--- src/rtl/if_fetch_queue.sv ---
// Prefetch FIFO between the instruction ROM and the IF/ID stage.
// Holds (pc, inst, misaligned) entries and asks the PC register to stall before overflow.
module if_fetch_queue #(
  parameter int DEPTH  = 4,
  parameter int ADDR_W = 32,
  parameter int INST_W = 32
) (
  input  logic              clk,
  input  logic              rst,
  input  logic              in_valid,
  input  logic [ADDR_W-1:0] in_pc,
  input  logic [INST_W-1:0] in_inst,
  input  logic              flush,
  output logic              out_valid,
  output logic [ADDR_W-1:0] out_pc,
  output logic [INST_W-1:0] out_inst,
  output logic              out_exc_adel,
  input  logic              out_ready,
  output logic              stall_req,
  output logic              overflow
);

  localparam int PTR_W = (DEPTH > 1) ? $clog2(DEPTH) : 1;
  localparam int CNT_W = PTR_W + 1;
  localparam logic [CNT_W-1:0] FULL_CNT  = CNT_W'(DEPTH);
  localparam logic [CNT_W-1:0] STALL_CNT = CNT_W'(DEPTH - 1);

  typedef struct packed {
    logic [ADDR_W-1:0] pc;
    logic [INST_W-1:0] inst;
    logic              adel;
  } entry_t;

  entry_t            mem [DEPTH];
  entry_t            head;
  logic [PTR_W-1:0]  wr_ptr, rd_ptr;
  logic [CNT_W-1:0]  count, count_next;
  logic              flush_pend;
  logic              pop, push, drop, accept_ok;

  assign out_valid = (count != '0);
  assign head      = mem[rd_ptr];

  // Empty queue presents a NOP so decode never sees stale storage.
  always_comb begin
    out_pc       = '0;
    out_inst     = '0;
    out_exc_adel = 1'b0;
    if (out_valid) begin
      out_pc       = head.pc;
      out_inst     = head.inst;
      out_exc_adel = head.adel;
    end
  end

  // A response arriving during or right after a flush belongs to the killed stream.
  assign accept_ok = in_valid && !flush && !flush_pend;
  assign pop       = out_valid && out_ready;
  assign push      = accept_ok && ((count < FULL_CNT) || pop);
  assign drop      = accept_ok && (count == FULL_CNT) && !pop;

  always_comb begin
    count_next = count;
    if (flush)
      count_next = '0;
    else if (push && !pop)
      count_next = count + CNT_W'(1);
    else if (pop && !push)
      count_next = count - CNT_W'(1);
  end

  always_ff @(posedge clk) begin
    if (rst) begin
      wr_ptr     <= '0;
      rd_ptr     <= '0;
      count      <= '0;
      flush_pend <= 1'b0;
      stall_req  <= 1'b0;
      overflow   <= 1'b0;
    end else begin
      count      <= count_next;
      flush_pend <= flush;
      // One slot of slack covers the read issued before the PC register sees the stall.
      stall_req  <= !flush && (count_next >= STALL_CNT);
      if (flush) begin
        wr_ptr <= '0;
        rd_ptr <= '0;
      end else begin
        if (push) wr_ptr <= wr_ptr + PTR_W'(1);
        if (pop)  rd_ptr <= rd_ptr + PTR_W'(1);
      end
      if (drop) overflow <= 1'b1;
    end
  end

  always_ff @(posedge clk) begin
    if (!rst && push)
      mem[wr_ptr] <= '{pc: in_pc, inst: in_inst, adel: (in_pc[1:0] != 2'b00)};
  end

endmodule

--- config.mk ---
export PLATFORM = sky130hd
export DESIGN_NAME = if_fetch_queue
export DESIGN_NICKNAME = d
export VERILOG_FILES = /design/src/rtl/if_fetch_queue.sv
export SDC_FILE = /design/constraint.sdc
export NUM_CORES = 1
export LEC_CHECK = 0
export CORE_ASPECT_RATIO = 1.2
export CORE_MARGIN = 2
export CORE_UTILIZATION = 55
export CTS_CLUSTER_DIAMETER = 200
export CTS_CLUSTER_SIZE = 25
export DETAILED_ROUTE_END_ITERATION = 7
export PLACE_DENSITY = 0.88
export SLEW_MARGIN = 20
export SYNTH_ARGS = -nofsm -noshare
export SYNTH_HDL_FRONTEND = slang
export SYNTH_SLANG_ARGS = --single-unit
--- constraint.sdc ---
create_clock -name clk -period 10.9 [get_ports clk]
set_input_delay 3.27 -clock clk [delete_from_list [all_inputs] [get_ports clk]]
set_output_delay 3.27 -clock clk [all_outputs]
set_load 0.05 [all_outputs]
After elaboration in Yosys (flattened, before gate mapping)
Memory sizes are Yosys's and may differ from the RTL's. A register that Yosys moved wholly into a read port is not among the register bits. Cells that the tools add are included.

Multiplexer cells: 10. Magnitude comparators: 2. Reduce and logical (&&, ||, !) cells: 19. Add/sub/neg operators: 4. Eq/ne operators: 1.

Operator list (count): 32-bit two-way mux (2); 1-bit logical AND (10); 3-bit two-way mux (3); 1-bit logical NOT (5); 2-bit by 1-bit adder with 2-bit output (second input constant) (2); 2-bit two-way mux (2); 3-bit by 1-bit adder with 3-bit output (second input constant) (1); 3-bit == test (second input constant) (1); 3-bit by 2-bit >= comparator with 1-bit output (second input constant) (1); 3-bit < comparator (second input constant) (1); 1-bit two-way mux (3); 3-bit nonzero test (1); 3-bit by 1-bit subtractor with 3-bit output (second input constant) (1); 2-bit nonzero test (1); 2-bit OR reduction (1); 1-bit logical OR (1).

Memories: 1. RAM bits: 260. Logic and storage cells: 43. Flip-flop bits (word level): 10. Bits of input ports: 69. Output and inout port bits: 68.

Memories: mem (words 4, width 65, read ports 1, clocked after Yosys merged registers in 1, wr ports 1, line 34) `entry_t mem [DEPTH];`.

Longest topological paths before layout
Gate-level depths: netlist of run 1.

Word-level depth: 11. Gate-level depth with buffers: 8.

Least setup slack after synthesis of run 1
No wires, ideal clock.

Kind: input port to flip-flop. Start: input port flush. End: memory mem[0][0] (netlist bit), enable pin. Arrival: 5.452 ns. Library setup time: 0.430 ns. Cell stages on the path: 4. Path slack: 5.018 ns. Cell sequence: nor3b_4 o21ai_0 nor2_1 and2_1.

Cells in the longest elaborated chain, start to end: 7.

Ends and longest elaborated chain: from (decl) (line 13) `input logic flush,`; 1-bit logical NOT (line 57) `assign accept_ok = in_valid && !flush && !flush_pend;`; 1-bit logical AND (2 in series) (line 57); 1-bit logical AND (line 59) `assign push = accept_ok && ((count < FULL_CNT) || pop);`; 1-bit logical AND (line 97) `if (!rst && push)`; 1-bit two-way mux (line 97); 1-bit two-way mux (not written as such) (line 98) `mem[wr_ptr] <= '{pc: in_pc, inst: in_inst, adel: (in_pc[1:0] != 2'b00)};`; to (decl) (line 34).

No other way between the ends.

==> results of run 1 <==
## critical path, stage by stage, from the launching register on
cell and delay (ps):
dfxtp_4 740, buf_4 730, mux4_2 590, and2_1 200, clkdlybuf4s50_1 710
## registers in the layout (all words and copies together) (netlist names), named ones only
signal and count:
mem 260, count 3, rd_ptr 2, wr_ptr 2
flush_pend 1, overflow 1, stall_req 1
## where the power goes
part / switching [mW] / internal [mW] / total (mW) / leakage [nW]
registers: 0.00331 / 1.15 / 1.15 / 2.44
clock network: 0.297 / 0.259 / 0.556 / 0.198
logic: 0.0704 / 0.0531 / 0.124 / 1.18
total: 0.371 / 1.46 / 1.83 / 3.82
## logic make-up after synthesis
logic type	Yosys count	share of synthesized area
buffers and inverters	29	0.0131
flip-flops	272	0.774
adder cells (fa/ha/maj)	7	0.00843
AO/OA/AOI/OAI	9	0.00674
AND/OR/NAND/NOR	90	0.0524
XOR/XNOR	4	0.00337
multiplexers	66	0.142
## layout by cell type (no fill, tap or decap)
cell	netlist	layout
edfxtp_1	260	260
clkdlybuf4s50_1	0	136
and2_1	71	67
mux4_2	65	65
clkbuf_16	0	15
nor2_1	10	10
dfxtp_1	12	10
clkbuf_1	9	8
ha_1	7	7
inv_1	6	5
and2_4	0	4
xnor2_1	3	3
nor2b_1	2	2
clkinv_2	0	2
o21ai_0	2	2
or2_2	2	2
nand2_1	2	2
dfxtp_4	0	2
nor3b_4	1	1
inv_2	1	1
o211a_1	1	1
nor3_1	1	1
or3_1	1	1
a21oi_2	1	1
o221ai_1	1	1
o31ai_1	1	1
xor2_1	1	1
a22oi_1	1	1
a22o_1	1	1
a41oi_1	1	1
mux2i_1	1	1
buf_4	4	1
## metal layers
metal,track usage,wire length [um]
met5,0,16
met2,0.340,10100
met3,0.0339,917
met4,0.0461,285
met1,0.238,7300
## path summary, 6_finish.rpt
check                                           start               endpoint  slack (ps)  depth (start not counted)
worst max-delay path                        flip-flop             out_pc[15]        4170                          4
worst max register to register    count[0]$_SDFF_PP0_   stall_req$_SDFF_PP0_        8360                          8
worst min register to register  overflow$_SDFFE_PP0P_  overflow$_SDFFE_PP0P_         550                          2
worst min-delay path            overflow$_SDFFE_PP0P_  overflow$_SDFFE_PP0P_         550                          2
## layout make-up
| cell class | instances | area (sq um) |
|---|---|---|
| fillers | 1245 | 6310 |
| clock buffers | 23 | 405 |
| multi-input cells | 176 | 2220 |
| flip-flops and latches | 272 | 8060 |
| well taps | 256 | 320 |
| inverters | 7 | 27.5 |
| repair buffers | 137 | 1370 |
| clock inverters | 1 | 5.00 |
==> impl_metrics.toml, run 1 <==
[yosys]
netlist_top_cells_area = "edfxtp_1 (75%), mux4_2 (14%), and2_1 (4.3%)"
synth.top_cell.area_share = 0.751
yosysMostFrequentCell = "edfxtp_1"
ys_warn_count = 0
postSynthAreaPerCell_sq_um = 21.8
seq_area_frac_synth = 0.774
synth.largest_area_cell = "edfxtp_1"
netlist_instances = 477
synth_seq_cells = 272
async_flop_share = 0
synth_area_sq_um = 10400
synth_enable_flop_cells = 260
syn-num-nets = 553
synth_commonest_cells = "edfxtp_1 (260), and2_1 (71), mux4_2 (65), dfxtp_1 (12), nor2_1 (10)"
synth_ff_type = "edfxtp_1"
ys_types = 30

[cells_and_area]
diodes = 0
final_cells = 872
drive_gt1_frac = 0.153
finish.utilization = 0.663
final_area_sq_um = 12400
nNetsFinal = 684
area_delta_synth_final_pct = 19.3

[detailed_routing]
drtAntennaViolNets = 0
avgRoutedWirePerCell_um = 21.3
routed_via_density = 5.60
wl_mm = 18.6
vias = 4887
drt_iter0_markers = 305
drc = 0
drt-pass1-iter-count = 4

[timing]
hold_viol_final = 0
post-route-period-util = 0.617
drv_slew = 0
timing.final.ws_setup_ps = 4170
setup_viol = 0
tightest_slew_ps = 996
whs_ps = 545
tns_ps = 0
rsz0062_at_grt = "false"
slew-limit-headroom = 0.336
fmax_ghz = 0.149
finalClockSkew_ps = 19.6
post-route-min-period_ps = 6730

[place]
place.gp.congestion = 0.755
dpl.hpwl_mm = 10.6
post_dp_cell_area_sq_um = 12000
dp_cells = 848
io_buffers = 136
dp_slack_ps = 4570

[global_routing]
grt_pass1_vias = 5301
antenna_found_initial = 1
grt_pass1_wl_mm = 28.6
grt_max_degree = 68
gr-total-overflow = 0
grt_util_all_layers = 0.189

[worst_setup_path]
cp_max_fo = 38
start_kind = "flip-flop"
crit_arrival_ps = 3460
timing_worst_setup_path_type = "flip-flop to primary output"
end_kind = "primary output"
crit_required_ps = 7630

[cts]
cts_resized = 0
postCtsSetupBuffers = 0
clock_latency_ps = 480
cts.sink_count = 272
cts.path.max_buffers = 3
cts.clk_slew.worst_paths_ps = 90
cts_tree = "done"
hold_buffers = 0
numCtsBuffers = 14
cts_root_buf = "clkbuf_16"
htreeDepth = 1

[die]
fp.dieH_um = 155
dieArea_sq_um = 20000
core_sq_um = 18700
rows = 55
start_util = 0.555
dieWidth_um = 130
pin_count = 137

[job]
max_cap_violations = 0

[hold_path]
hold_path_class = "flip-flop to flip-flop"

[pwr]
power_mw = 1.83
ir_drop_v = 0.000112
p_per_area_nw_per_um2 = 148
p_leak_nw = 3.82

[status]
outcome = "finished clean"
No activity file was read; power rests on OpenSTA's default activity.
==> inputs of run 2 (changes only) <==
Clock period 10.9 ns to 7 ns, I/O delays scaled along.
==> impl_metrics.toml, run 2 (synthesized netlist as in run 1, its figures left out) <==
[cts]
cts.path.max_buffers = 3
postCtsSetupBuffers = 0
hold_buffers = 0
cts_resized = 0
cts.clk_slew.worst_paths_ps = 90
numCtsBuffers = 14
cts_root_buf = "clkbuf_16"
htreeDepth = 1
clock_latency_ps = 470
cts.sink_count = 272
cts_tree = "done"

[timing]
whs_ps = 509
setup_viol = 0
fmax_ghz = 0.185
finalClockSkew_ps = 19.6
hold_viol_final = 0
post-route-period-util = 0.772
timing.final.ws_setup_ps = 1590
tightest_slew_ps = 1040
rsz0062_at_grt = "false"
post-route-min-period_ps = 5410
slew-limit-headroom = 0.302
tns_ps = 0
drv_slew = 0

[cells_and_area]
mostFrequentLayoutCell = "edfxtp_1"
finish.utilization = 0.662
largest_register_ffs = 260
nNetsFinal = 685
area_delta_synth_final_pct = 19.3
diodes = 0
final_area_sq_um = 12400
final_cells = 870
drive_gt1_frac = 0.155
regMostFlops = "mem"
layout_common_cells = "edfxtp_1 (260), clkdlybuf4s50_1 (136), and2_1 (67)"
largest_registers = "mem: 260 flops, count: 3 flops"

[detailed_routing]
wl_mm = 18.2
drc = 0
drt_iter0_markers = 301
avgRoutedWirePerCell_um = 20.9
drt-pass1-iter-count = 5
drtAntennaViolNets = 0
vias = 4810
routed_via_density = 5.53

[status]
outcome = "finished clean"

[place]
post_dp_cell_area_sq_um = 12000
dpl.hpwl_mm = 10.7
place.gp.congestion = 0.733
dp_cells = 849
dp_slack_ps = 2050
io_buffers = 136

[global_routing]
grt_pass1_wl_mm = 28.3
gr-total-overflow = 0
grt_pass1_vias = 5326
grt_util_all_layers = 0.185
grt_max_degree = 68
antenna_found_initial = 2

[pwr]
switchingPower_mw = 0.570
internal-power_mw = 2.27
p_leak_nw = 3.82
p_per_area_nw_per_um2 = 229
ir_drop_v = 0.000157
power_mw = 2.84
combPwrFrac = 0.067
switching_share = 0.201
power_frac_seq = 0.633
pwr-share-clk = 0.300

[worst_setup_path]
cp_max_fo = 67
crit_required_ps = 4900
timing_worst_setup_path_type = "flip-flop to primary output"
end_kind = "primary output"
crit_arrival_ps = 3310
start_kind = "flip-flop"

[die]
dieArea_sq_um = 20000
rows = 55
core_sq_um = 18700
dieWidth_um = 130
fp.dieH_um = 155
pin_count = 137
start_util = 0.555

[job]
max_cap_violations = 0

[hold_path]
hold_path_class = "flip-flop to flip-flop"
run 2: changes by cell type in the layout (fill, tap and decap cells not counted):
cell / previous run / this run
inv_2: 1 / 2
buf_4: 1 / 2
clkinv_2: 2 / 1
clkbuf_1: 8 / 5
run 2: cell type report:
type,count,area [sq um]
fill,1231,6320
inverter,7,26.3
multi-input combinational,176,2220
clock inverter,1,5.00
tap,256,320
timing repair buffer,138,1380
sequential,272,8060
clock buffer,20,394
run 2: metal layers:
metal  share of wire  vias up  track usage
met2            0.53      156        0.331
met4           0.013        4       0.0405
met1            0.39     2468        0.235
met3           0.060       23       0.0356
li1                -     2159            -
met5          0.0016        -            0
run 2: worst paths after layout:
path / from / endpoint / slack [ps] / cells past startpoint
worst max-delay path: count[1]$_SDFF_PP0_ / out_exc_adel / 1590 / 6
worst min register to register: overflow$_SDFFE_PP0P_ / overflow$_SDFFE_PP0P_ / 510 / 2
worst max register to register: count[1]$_SDFF_PP0_ / stall_req$_SDFF_PP0_ / 4480 / 8
worst min-delay path: overflow$_SDFFE_PP0P_ / overflow$_SDFFE_PP0P_ / 510 / 2
run 2: worst max-delay path, stage by stage (launching register included):
cell	delay [ps]
dfxtp_1	410
inv_1	100
ha_1	230
nor2b_1	180
inv_2	760
and2_1	310
clkdlybuf4s50_1	820
run 2: power by group through the flow:
stage / Clock [mW] / Combinational [mW] / Sequential [mW]
after floorplan: 0 / 0.0987 / 1.83
after global placement: 0 / 0.185 / 1.83
after detailed placement: 0 / 0.192 / 1.84
after CTS: 0.873 / 0.192 / 1.80
after global routing: 0.930 / 0.202 / 1.80
final: 0.852 / 0.191 / 1.80
